## config.mk

```make
export PLATFORM = sky130hd
export DESIGN_NAME = mem_access_ctrl_flat
export DESIGN_NICKNAME = d
export VERILOG_FILES = /design/src/rtl/mem_access_ctrl_if.sv /design/src/rtl/mem_access_ctrl.sv /design/src/flat_wrapper.sv
export SDC_FILE = /design/constraint.sdc
export NUM_CORES = 1
export LEC_CHECK = 0
export CAP_MARGIN = 30
export CORE_MARGIN = 5
export CORE_UTILIZATION = 30
export DETAILED_ROUTE_END_ITERATION = 10
export PLACE_DENSITY = 0.67
export REMOVE_ABC_BUFFERS = 1
export SLEW_MARGIN = 30
export SYNTH_ARGS = -nofsm -noshare
export SYNTH_HDL_FRONTEND = slang
export SYNTH_SLANG_ARGS = --single-unit
```

## constraint.sdc

```tcl
create_clock -name clk -period 2.4 [get_ports clk]
set_clock_uncertainty 0.1 [all_clocks]
set_input_delay 0.48 -clock clk [delete_from_list [all_inputs] [get_ports clk]]
set_output_delay 0.48 -clock clk [all_outputs]
set_load 0.02 [all_outputs]
```

## src/rtl/mem_access_ctrl_if.sv

```systemverilog
// Pipeline/memory-side signal bundle for mem_access_ctrl.
// slave is the controller's view; master is the pipeline plus data memory.
interface mem_access_ctrl_if;
  logic        req;
  logic [2:0]  op;
  logic [31:0] addr;
  logic [31:0] wdata;
  logic [31:0] pc;
  logic        busy;
  logic        done;
  logic [31:0] rdata;
  logic        addr_err;
  logic [31:0] m_addr;
  logic [31:0] m_wdata;
  logic        m_we;
  logic        m_re;
  logic [31:0] m_pc;
  logic [31:0] m_rdata;

  modport master (
    output req, op, addr, wdata, pc, m_rdata,
    input  busy, done, rdata, addr_err, m_addr, m_wdata, m_we, m_re, m_pc
  );

  modport slave (
    input  req, op, addr, wdata, pc, m_rdata,
    output busy, done, rdata, addr_err, m_addr, m_wdata, m_we, m_re, m_pc
  );
endinterface

```

## src/rtl/mem_access_ctrl.sv

```systemverilog
// Load/store controller adding byte/halfword access and alignment/range checks
// on top of a word-only memory with combinational read and synchronous write.
module mem_access_ctrl #(
  parameter int unsigned MEM_WORDS = 1024
) (
  input logic              clk,
  input logic              Reset,
  mem_access_ctrl_if.slave bus
);

  localparam logic [2:0] OpLw  = 3'd0;
  localparam logic [2:0] OpLb  = 3'd1;
  localparam logic [2:0] OpLbu = 3'd2;
  localparam logic [2:0] OpLh  = 3'd3;
  localparam logic [2:0] OpLhu = 3'd4;
  localparam logic [2:0] OpSw  = 3'd5;
  localparam logic [2:0] OpSb  = 3'd6;
  localparam logic [2:0] OpSh  = 3'd7;

  typedef enum logic [1:0] {StIdle, StRd, StWr, StDone} state_e;

  state_e      state_q;
  logic [2:0]  op_q;
  logic [31:0] addr_q;
  logic [31:0] wdata_q;
  logic [31:0] pc_q;
  logic [31:0] word_q;
  logic        busy_q;
  logic        done_q;
  logic [31:0] rdata_q;
  logic        addr_err_q;

  logic        misaligned;
  logic        out_of_range;
  logic        req_err;
  logic        sub_store;
  logic [7:0]  lane_byte;
  logic [15:0] lane_half;
  logic [31:0] load_val;
  logic [31:0] store_word;

  // Request checks look at the live inputs so an error can skip memory entirely.
  always_comb begin
    misaligned = 1'b0;
    case (bus.op)
      OpLw, OpSw:        misaligned = (bus.addr[1:0] != 2'b00);
      OpLh, OpLhu, OpSh: misaligned = bus.addr[0];
      default:           misaligned = 1'b0;
    endcase
    out_of_range = ({2'b00, bus.addr[31:2]} >= MEM_WORDS);
    req_err      = misaligned | out_of_range;
  end

  assign sub_store = (op_q == OpSb) || (op_q == OpSh);

  always_comb begin
    lane_byte = 8'h00;
    case (addr_q[1:0])
      2'd0:    lane_byte = bus.m_rdata[7:0];
      2'd1:    lane_byte = bus.m_rdata[15:8];
      2'd2:    lane_byte = bus.m_rdata[23:16];
      default: lane_byte = bus.m_rdata[31:24];
    endcase
    lane_half = addr_q[1] ? bus.m_rdata[31:16] : bus.m_rdata[15:0];
    load_val  = bus.m_rdata;
    case (op_q)
      OpLb:    load_val = {{24{lane_byte[7]}}, lane_byte};
      OpLbu:   load_val = {24'h000000, lane_byte};
      OpLh:    load_val = {{16{lane_half[15]}}, lane_half};
      OpLhu:   load_val = {16'h0000, lane_half};
      default: load_val = bus.m_rdata;
    endcase
  end

  // Read-modify-write merge; sw bypasses the read word entirely.
  always_comb begin
    store_word = word_q;
    case (op_q)
      OpSb: begin
        case (addr_q[1:0])
          2'd0:    store_word[7:0]   = wdata_q[7:0];
          2'd1:    store_word[15:8]  = wdata_q[7:0];
          2'd2:    store_word[23:16] = wdata_q[7:0];
          default: store_word[31:24] = wdata_q[7:0];
        endcase
      end
      OpSh: begin
        if (addr_q[1]) store_word[31:16] = wdata_q[15:0];
        else           store_word[15:0]  = wdata_q[15:0];
      end
      default: store_word = wdata_q;
    endcase
  end

  always_ff @(posedge clk) begin
    if (Reset) begin
      state_q    <= StIdle;
      op_q       <= 3'd0;
      addr_q     <= 32'h0;
      wdata_q    <= 32'h0;
      pc_q       <= 32'h0;
      word_q     <= 32'h0;
      busy_q     <= 1'b0;
      done_q     <= 1'b0;
      rdata_q    <= 32'h0;
      addr_err_q <= 1'b0;
    end else begin
      done_q <= 1'b0;
      case (state_q)
        StIdle: begin
          if (bus.req) begin
            op_q       <= bus.op;
            addr_q     <= bus.addr;
            wdata_q    <= bus.wdata;
            pc_q       <= bus.pc;
            addr_err_q <= req_err;
            busy_q     <= 1'b1;
            if (req_err) begin
              state_q <= StDone;
              done_q  <= 1'b1;
            end else if (bus.op == OpSw) begin
              state_q <= StWr;
            end else begin
              state_q <= StRd;
            end
          end
        end
        StRd: begin
          word_q <= bus.m_rdata;
          if (sub_store) begin
            state_q <= StWr;
          end else begin
            rdata_q <= load_val;
            state_q <= StDone;
            done_q  <= 1'b1;
          end
        end
        StWr: begin
          state_q <= StDone;
          done_q  <= 1'b1;
        end
        StDone: begin
          state_q <= StIdle;
          busy_q  <= 1'b0;
        end
        default: state_q <= StIdle;
      endcase
    end
  end

  assign bus.busy     = busy_q;
  assign bus.done     = done_q;
  assign bus.rdata    = rdata_q;
  assign bus.addr_err = addr_err_q;
  assign bus.m_addr   = {addr_q[31:2], 2'b00};
  assign bus.m_wdata  = store_word;
  // Gate on Reset so a reset landing in WR never commits a write.
  assign bus.m_we     = (state_q == StWr) & ~Reset;
  assign bus.m_re     = (state_q == StRd);
  assign bus.m_pc     = pc_q;

endmodule
```

## src/flat_wrapper.sv

```systemverilog
// flat-port wrapper written by rule: the top's interface ports become plain ports
module mem_access_ctrl_flat 
#(
  parameter int unsigned MEM_WORDS = 1024
)
  (clk, Reset, bus_req, bus_op, bus_addr, bus_wdata, bus_pc, bus_m_rdata, bus_busy, bus_done, bus_rdata, bus_addr_err, bus_m_addr, bus_m_wdata, bus_m_we, bus_m_re, bus_m_pc);
  mem_access_ctrl_if bus_i ();
  input logic clk;
  input logic Reset;
  input wire logic [$bits(bus_i.req)-1:0] bus_req;
  input wire logic [$bits(bus_i.op)-1:0] bus_op;
  input wire logic [$bits(bus_i.addr)-1:0] bus_addr;
  input wire logic [$bits(bus_i.wdata)-1:0] bus_wdata;
  input wire logic [$bits(bus_i.pc)-1:0] bus_pc;
  input wire logic [$bits(bus_i.m_rdata)-1:0] bus_m_rdata;
  output wire logic [$bits(bus_i.busy)-1:0] bus_busy;
  output wire logic [$bits(bus_i.done)-1:0] bus_done;
  output wire logic [$bits(bus_i.rdata)-1:0] bus_rdata;
  output wire logic [$bits(bus_i.addr_err)-1:0] bus_addr_err;
  output wire logic [$bits(bus_i.m_addr)-1:0] bus_m_addr;
  output wire logic [$bits(bus_i.m_wdata)-1:0] bus_m_wdata;
  output wire logic [$bits(bus_i.m_we)-1:0] bus_m_we;
  output wire logic [$bits(bus_i.m_re)-1:0] bus_m_re;
  output wire logic [$bits(bus_i.m_pc)-1:0] bus_m_pc;
  assign bus_i.req = bus_req;
  assign bus_i.op = bus_op;
  assign bus_i.addr = bus_addr;
  assign bus_i.wdata = bus_wdata;
  assign bus_i.pc = bus_pc;
  assign bus_i.m_rdata = bus_m_rdata;
  assign bus_busy = bus_i.busy;
  assign bus_done = bus_i.done;
  assign bus_rdata = bus_i.rdata;
  assign bus_addr_err = bus_i.addr_err;
  assign bus_m_addr = bus_i.m_addr;
  assign bus_m_wdata = bus_i.m_wdata;
  assign bus_m_we = bus_i.m_we;
  assign bus_m_re = bus_i.m_re;
  assign bus_m_pc = bus_i.m_pc;
  mem_access_ctrl #(.MEM_WORDS(MEM_WORDS)) u_core (.clk(clk), .Reset(Reset), .bus(bus_i));
endmodule
```

After elaboration in Yosys (flattened, before gate mapping)
Index checks and enable logic that the tools add are counted.

cells by class
  order comparisons = 1
  eq/ne operators = 16
  multiplexer cells = 22
  bitwise logic cells = 4
  reduce and logical (&&, ||, !) cells = 12

operator list
  kind                                                                 count
  one-hot mux 32 bit (4 select lines)                                  1
  one-hot mux 32 bit (2 select lines)                                  1
  2-to-1 mux 16 bit                                                    3
  2-to-1 mux 8 bit                                                     4
  greater-or-equal comparator 30 x 11 -> 1 bit, second input constant  1
  one-hot mux 8 bit (3 select lines)                                   1
  equality test 3 bit, second input constant                           6
  equality test 3 x 2 -> 1 bit, second input constant                  3
  one-hot mux 2 bit (4 select lines)                                   1
  equality test 2 bit, second input constant                           3
  2-to-1 mux 2 bit                                                     3
  AND reduction 2 bit                                                  3
  OR reduction 3 bit                                                   2
  2-to-1 mux 1 bit                                                     5
  equality test 2 x 1 -> 1 bit, second input constant                  2
  zero test 2 bit                                                      2
  one-hot mux 1 bit (2 select lines)                                   2
  nonzero test 2 bit                                                   2
  equality test 3 x 1 -> 1 bit, second input constant                  1
  zero test 3 bit                                                      1
  one-hot mux 1 bit (3 select lines)                                   1
  != test 2 bit, second input constant                                 1
  NOT 1 bit                                                            2
  OR reduction 2 bit                                                   1
  3 further kinds                                                      3

word-level totals
  register bits after elaboration = 168
  input bits = 134
  logic and storage cells = 65

Logic depth before layout (Yosys ltp)
Gate-level depths: netlist (run 1).

  depth after elaboration = 7
  depth in mapped cells = 8
  mapped depth without buffers = 6

Least setup slack after synthesis (run 1)
OpenSTA, ideal clock, no wires.

  path type = flip-flop to output port
  start point = reg u_core.op_q[0]
  end point = out bus_m_wdata[24]
  arrival = 1539 ps
  data required time = 1820 ps
  path slack = 281 ps
  cell stages (with the launch flop) = 6
  path buffers = 2
  cells stage by stage = dfxtp_1 -> buf_6 -> clkbuf_1 -> a22o_1 -> a22oi_1 -> o21ai_0

on the way
  longest elaborated chain between the ends = 2

ends and longest elaborated chain
  element                                  RTL line                source
  start: declaration                       mem_access_ctrl.sv:23   logic [2:0] op_q;
  start signal: assignment                 mem_access_ctrl.sv:112  op_q <= bus.op;
  equality test 3 bit                      mem_access_ctrl.sv:78   case (op_q)
  one-hot mux 32 bit (2 select lines) (*)  mem_access_ctrl.sv:78
  end: declaration                         flat_wrapper.sv:21      output wire logic [$bits(bus_i.m_wdata)-1:0] bus_m_wdata;

Mark *: on every way between the ends. The rest lies on a longest branch, timed or not.

Worst setup path after layout (run 1)
  start point = reg u_core.op_q[0]
  end point = out bus_m_wdata[9]

Same word-level chain as after synthesis.

==> flow_summary.ini, run 1 <==
[routing]
wl_mm = 25.6
antenna_left = 0
num_vias = 7204
drc_errors = 0
firstDrtPassIters = 6
drt_iter0_markers = 383
via_per_inst = 4.79
wl_per_cell_microns = 17.0

[floorplanning]
die_w_microns = 169
fp.dieH_microns = 169
die_area_sq_um = 28500
core-area_sq_um = 25000
ios = 267
num_rows = 58
initial_core_util_pct = 30.3

[synth]
synthCells = 925
synth_cell_types = 54
synth-main-ff-cell = dfxtp_1
async_flop_share_pct = 0
yosysWarnings = 0
avgSynthCellArea_sq_um = 8.19
yosysSeqAreaShare_pct = 44.4
synth_edf_count = 0
yosys_register_bits = 168
netlist_area_sq_um = 7580

[placed_design]
place_congestion = 0.848
pre_cts_ws_ps = -70.3
hpwl_mm = 19.4
io_buffers = 264
placedCellCount = 1468

[sta]
hold_viol = 0
fin_crit_sh_pct = 98.4
report.final.slew_viol_count = 0
setup_viol = 0
worst_slew_pin_slew_ps = 815
period_needed_ps = 2360
max_freq_mhz = 423
fin_hold_ws_ps = 212
relSlewSlack_pct = 45.7
fin_ws_ps = 38.6
rsz0062_at_grt = true

[pwr]
clockPowerShare_pct = 24.8
ir_worst_vdd_v = 0.000464
swShare_pct = 37.2
cell_internal_pwr_w = 0.00746
pwr-share-seq_pct = 32.9
p_per_area_nw_per_um2 = 1060
p_sw_w = 0.00442
p_comb_share_pct = 42.3
power_leakage_nw = 4.26

[setup_path]
worstSetupPathType = flop to primary output
cp.depth = 6
required_ps = 1820
slowest_stage = dfxtp_4
ff2ff_path_depth = 6
cp-end-kind = primary output
slowest_delay_ps = 400
path_max_fanout = 7
cp_num_buf_inv = 3
startpoint_type = flop
crit_family = compound AO/OA/AOI/OAI gates
critPathArrivalTime_ps = 1780
crit_chain = nor2_4 > o21a_4 > a222oi_1 > buf_4 > inv_2 > buf_6

[layout]
area_delta_synth_final_pct = 48.6
final_nets = 1296
fin_util_pct = 45.0
final_cells = 1503
fillers = 2435
drive_gt1_share_pct = 13.9

[cts]
cts_tree = yes
clkSinkCount = 168
cts_root_buf = clkbuf_16
path_clk_slew_ps = 60
clk_latency_ps = 420
hold_buffers = 0
cts_buffers = 17
cts_buffer_depth = 2
htree_levels = 4

[run_status]
status = completed

[global_routing]
grt_pass1_vias = 7057
grt_use_total_pct = 17.4
antenna_found_initial = 1
grt_pass1_wl_mm = 39.5
grt_overflow = 0
grt_max_degree = 76

[worst_hold_path]
min_path_type = primary input to flop
whs_path_depth = 2

[flow_run]
maxCapViolCount = 0
-- worst paths after layout --
check             slack, ps                   to               from
setup / recovery         40       bus_m_wdata[9]     u_core.op_q[0]
hold reg to reg         350    u_core.addr_q[25]  u_core.addr_q[25]
setup reg to reg        350  u_core.bus.rdata[6]  u_core.state_q[1]
hold / removal          210      u_core.bus.busy              Reset
-- cells by family after synthesis --
group	synth area share, %
xor+xnor	0.446
other cells	0.0495
fa+ha+maj	0.661
buf+inv	8.06
compound gates	18.0
mux	9.30
flops	44.4
simple gates	19.1
-- routing by layer --
| layer | vias to the layer above | track usage (%) | part of all wire [%] |
|---|---|---|---|
| li1 | 3599 | - | - |
| met1 | 3354 | 20.7 | 41 |
| met2 | 213 | 30.0 | 50 |
| met3 | 36 | 4.97 | 7.0 |
| met4 | 2 | 5.79 | 2.5 |
| met5 | - | 0 | 0.051 |
-- state kept, by name (all words and copies together), names as in the netlist --
name                 flops
u_core.op_q              3
u_core.bus.addr_err      1
u_core.word_q           32
u_core.bus.done          1
u_core.state_q           2
u_core.bus.busy          1
u_core.bus.rdata        32
u_core.wdata_q          32
u_core.addr_q           32
u_core.bus.m_pc         32
-- power groups by stage --
stage               combinational (W)  sequential (W)  clock [W]
floorplan                     0.00220         0.00441          0
global placement              0.00500         0.00392          0
detailed placement            0.00504         0.00394          0
CTS                           0.00502         0.00390    0.00301
global route                  0.00546         0.00400    0.00315
finish                        0.00502         0.00391    0.00295
-- per-stage QoR --
step                cell area, sq um  total power (W)  setup TNS, ps
finish                         11300           0.0119              0
detailed placement             10500          0.00899           -857
CTS                            11200           0.0119           -464
global route                   11300           0.0126           -343
floorplan                       7030          0.00661         -81710
global placement               10500          0.00892           -113
-- cell type report --
class / count / area [sq um] / share of cell area (%)
clock buffer: 21 / 470 / 4.18
clock inverter: 11 / 160 / 1.42
timing repair buffer: 311 / 3040 / 27.0
antenna: 2 / 5.00 / 0.0444
multi-input combinational: 645 / 3740 / 33.2
inverter: 15 / 56.3 / 0.500
sequential: 168 / 3380 / 30.0
tap: 330 / 413 / 3.67
-- placed cells by master, fill, tap and decap left out, types with 9 or more instances in the layout --
cell,Yosys,final
a211oi_1,25,25
a222oi_1,9,9
clkbuf_16,0,17
nor2_1,73,72
a21oi_1,108,108
buf_2,20,9
mux2i_1,49,47
buf_6,4,14
mux2_2,17,17
inv_1,15,14
clkdlybuf4s50_1,0,229
nand2_1,243,241
dfxtp_1,168,164
buf_4,35,44
o21ai_0,18,13
-- cells in the mapped netlist, types with 5 or more instances --
cell type  number  area share [%]
a22o_1          7            0.81
mux2_2         17             2.5
a222oi_1        9             1.2
nand2_1       243              12
a21oi_1       108             7.1
nor2_1         73             3.6
nor4_1          5            0.41
nor2b_1         5            0.41
mux2i_1        49             6.5
buf_2          20             1.3
o21ai_0        18             1.2
o31ai_1         8            0.79
inv_1          15            0.74
a221oi_1        8            0.92
nand2b_1        5            0.41
nand3b_1        8            0.79
dfxtp_1       168              44
o211ai_1        8            0.79
buf_4          35             3.5
clkbuf_1       35             1.7
a211oi_1       25             2.5
a22oi_1         7            0.69
-- what timing repair did --
action	in CTS	in global routing
buffers inserted	0	3
pin swaps	4	9
endpoints found under the setup margin	32	26
cloned	0	0
gates resized for setup	154	57
Note: power is estimated with default switching activity, not from simulation.
==> run 2, diff against run 1 <==
- GPL_ROUTABILITY_DRIVEN: unset -> 0
==> results of run 2 <==
Final layout, timing and power as in run 1 (identical DEF).
==> run 3, diff against run 2 <==
- PLACE_DENSITY: 0.67 -> 0.54
- SLEW_MARGIN: 30 -> 15
==> flow_summary.ini, run 3 (synthesized netlist as in run 1, its figures left out) <==
[global_routing]
grt_use_total_pct = 17.7
grt_overflow = 0
grt_pass1_wl_mm = 40.0
grt_pass1_vias = 6848
grt_max_degree = 103
antenna_found_initial = 1

[routing]
num_vias = 7059
via_per_inst = 4.72
antenna_left = 0
drt_iter0_markers = 391
drc_errors = 0
firstDrtPassIters = 5
wl_mm = 25.9
wl_per_cell_microns = 17.3

[sta]
period_needed_ps = 2370
report.final.slew_viol_count = 0
setup_viol = 0
fin_hold_ws_ps = 353
rsz0062_at_grt = true
fin_crit_sh_pct = 98.6
hold_viol = 0
max_freq_mhz = 422
worst_slew_pin_slew_ps = 631
relSlewSlack_pct = 57.7

[floorplanning]
fp.dieH_microns = 169
initial_core_util_pct = 30.3
die_w_microns = 169
num_rows = 58
ios = 267
core-area_sq_um = 25000
die_area_sq_um = 28500

[placed_design]
hpwl_mm = 19.0
placed_area_sq_um = 10500
io_buffers = 264
placedCellCount = 1462

[layout]
area_delta_synth_final_pct = 46.6
diodes = 0
drive_gt1_share_pct = 12.9
final_cell_mix = 241 x nand2_1, 229 x clkdlybuf4s50_1, 164 x dfxtp_1
final_common_cell = nand2_1
final_cells = 1497
fin_util_pct = 44.4
fillers = 2530
final_nets = 1293
finalInstanceArea_sq_um = 11100

[cts]
cts_buffer_depth = 2
path_clk_slew_ps = 70
htree_levels = 4
cts_buffers = 17
clk_latency_ps = 420
clkSinkCount = 168
cts_root_buf = clkbuf_16
cts_tree = yes

[setup_path]
critPathArrivalTime_ps = 1790
startpoint_type = flop
r2r_slack_ps = 590
worstSetupPathType = flop to primary output
path_max_fanout = 8
ff2ff_path_depth = 5
required_ps = 1820
rr_startpoint = u_core.addr_q[0]
worst_r2r_endpoint = u_core.bus.rdata[11]
cp-end-kind = primary output
worstSetupEndpoint = bus_m_wdata[10]
startpoint = u_core.op_q[0]

[run_status]
status = completed

[pwr]
ir_worst_vdd_v = 0.000497
power_w = 0.0114
power_leakage_nw = 4.25
p_per_area_nw_per_um2 = 1030

[worst_hold_path]
min_path_type = flop to flop

[flow_run]
maxCapViolCount = 0
[run 3: cell types whose count changed in the layout (fill, tap and decap cells not counted), moves of 3 or more]
cell       delta
buf_4         -3
o21ai_1       -3
mux2_2        -8
o21ai_0       +3
mux2_4        +8
bufinv_16     -3
clkbuf_8      -3
[run 3: stage by stage]
stage | setup WS [ps] | setup TNS [ps]
after detailed placement | -96.3 | -681
final | 33.1 | 0
after CTS | 11.0 | 0
after floorplan | -1360 | -81710
after global routing | -77.4 | -196
after global placement | -69.4 | -327
[run 3: timing repair]
item                       CTS  global route
gates resized for setup    140            54
pin swaps                    2             3
hold buffers                 0             0
buffers inserted             2             2
setup endpoints to repair   33            29
gates cloned                 0             0
[run 3: where the power goes]
group | switching (W) | internal [W] | total [W]
Clock | 0.00124 | 0.00136 | 0.00260
Combinational | 0.00274 | 0.00219 | 0.00493
Sequential | 0.000428 | 0.00347 | 0.00390
[run 3: how the worst min path moves through the flow]
stage                        start                  end  slack [ps]  cells after the start
6_report        u_core.bus.m_pc[5]   u_core.bus.m_pc[5]         350                      2
5_1_grt          u_core.addr_q[24]    u_core.addr_q[24]         370                      2
4_1_cts          u_core.addr_q[23]    u_core.addr_q[23]         360                      2
3_5_place_dp     u_core.addr_q[23]    u_core.addr_q[23]         350                      2
3_3_place_gp   u_core.bus.m_pc[15]  u_core.bus.m_pc[15]         340                      2
2_1_floorplan   u_core.wdata_q[16]   u_core.wdata_q[16]         330                      2
[run 3: critical path: stages, from the launching register on]
cell	delay, ps
dfxtp_4	380
nor2_2	50
o21a_4	240
buf_4	130
a222oi_1	310
inv_1	70
buf_2	180
[run 3: area by class of cell]
class	instances	area (sq um)	share of cell area, %
repair buffers	308	2990	26.9
well taps	330	413	3.72
clock buffers	18	429	3.86
multi-input cells	645	3740	33.6
flip-flops and latches	168	3380	30.4
clock inverters	13	114	1.02
inverters	15	56.3	0.507
[run 3: metal layers]
layer | vias to the layer above | share of wire (%) | global-route usage, %
met5 | - | 0.050 | 0
met4 | 2 | 1.1 | 4.06
met3 | 17 | 7.2 | 5.42
met2 | 205 | 47 | 28.8
met1 | 3243 | 45 | 23.1
li1 | 3592 | - | -
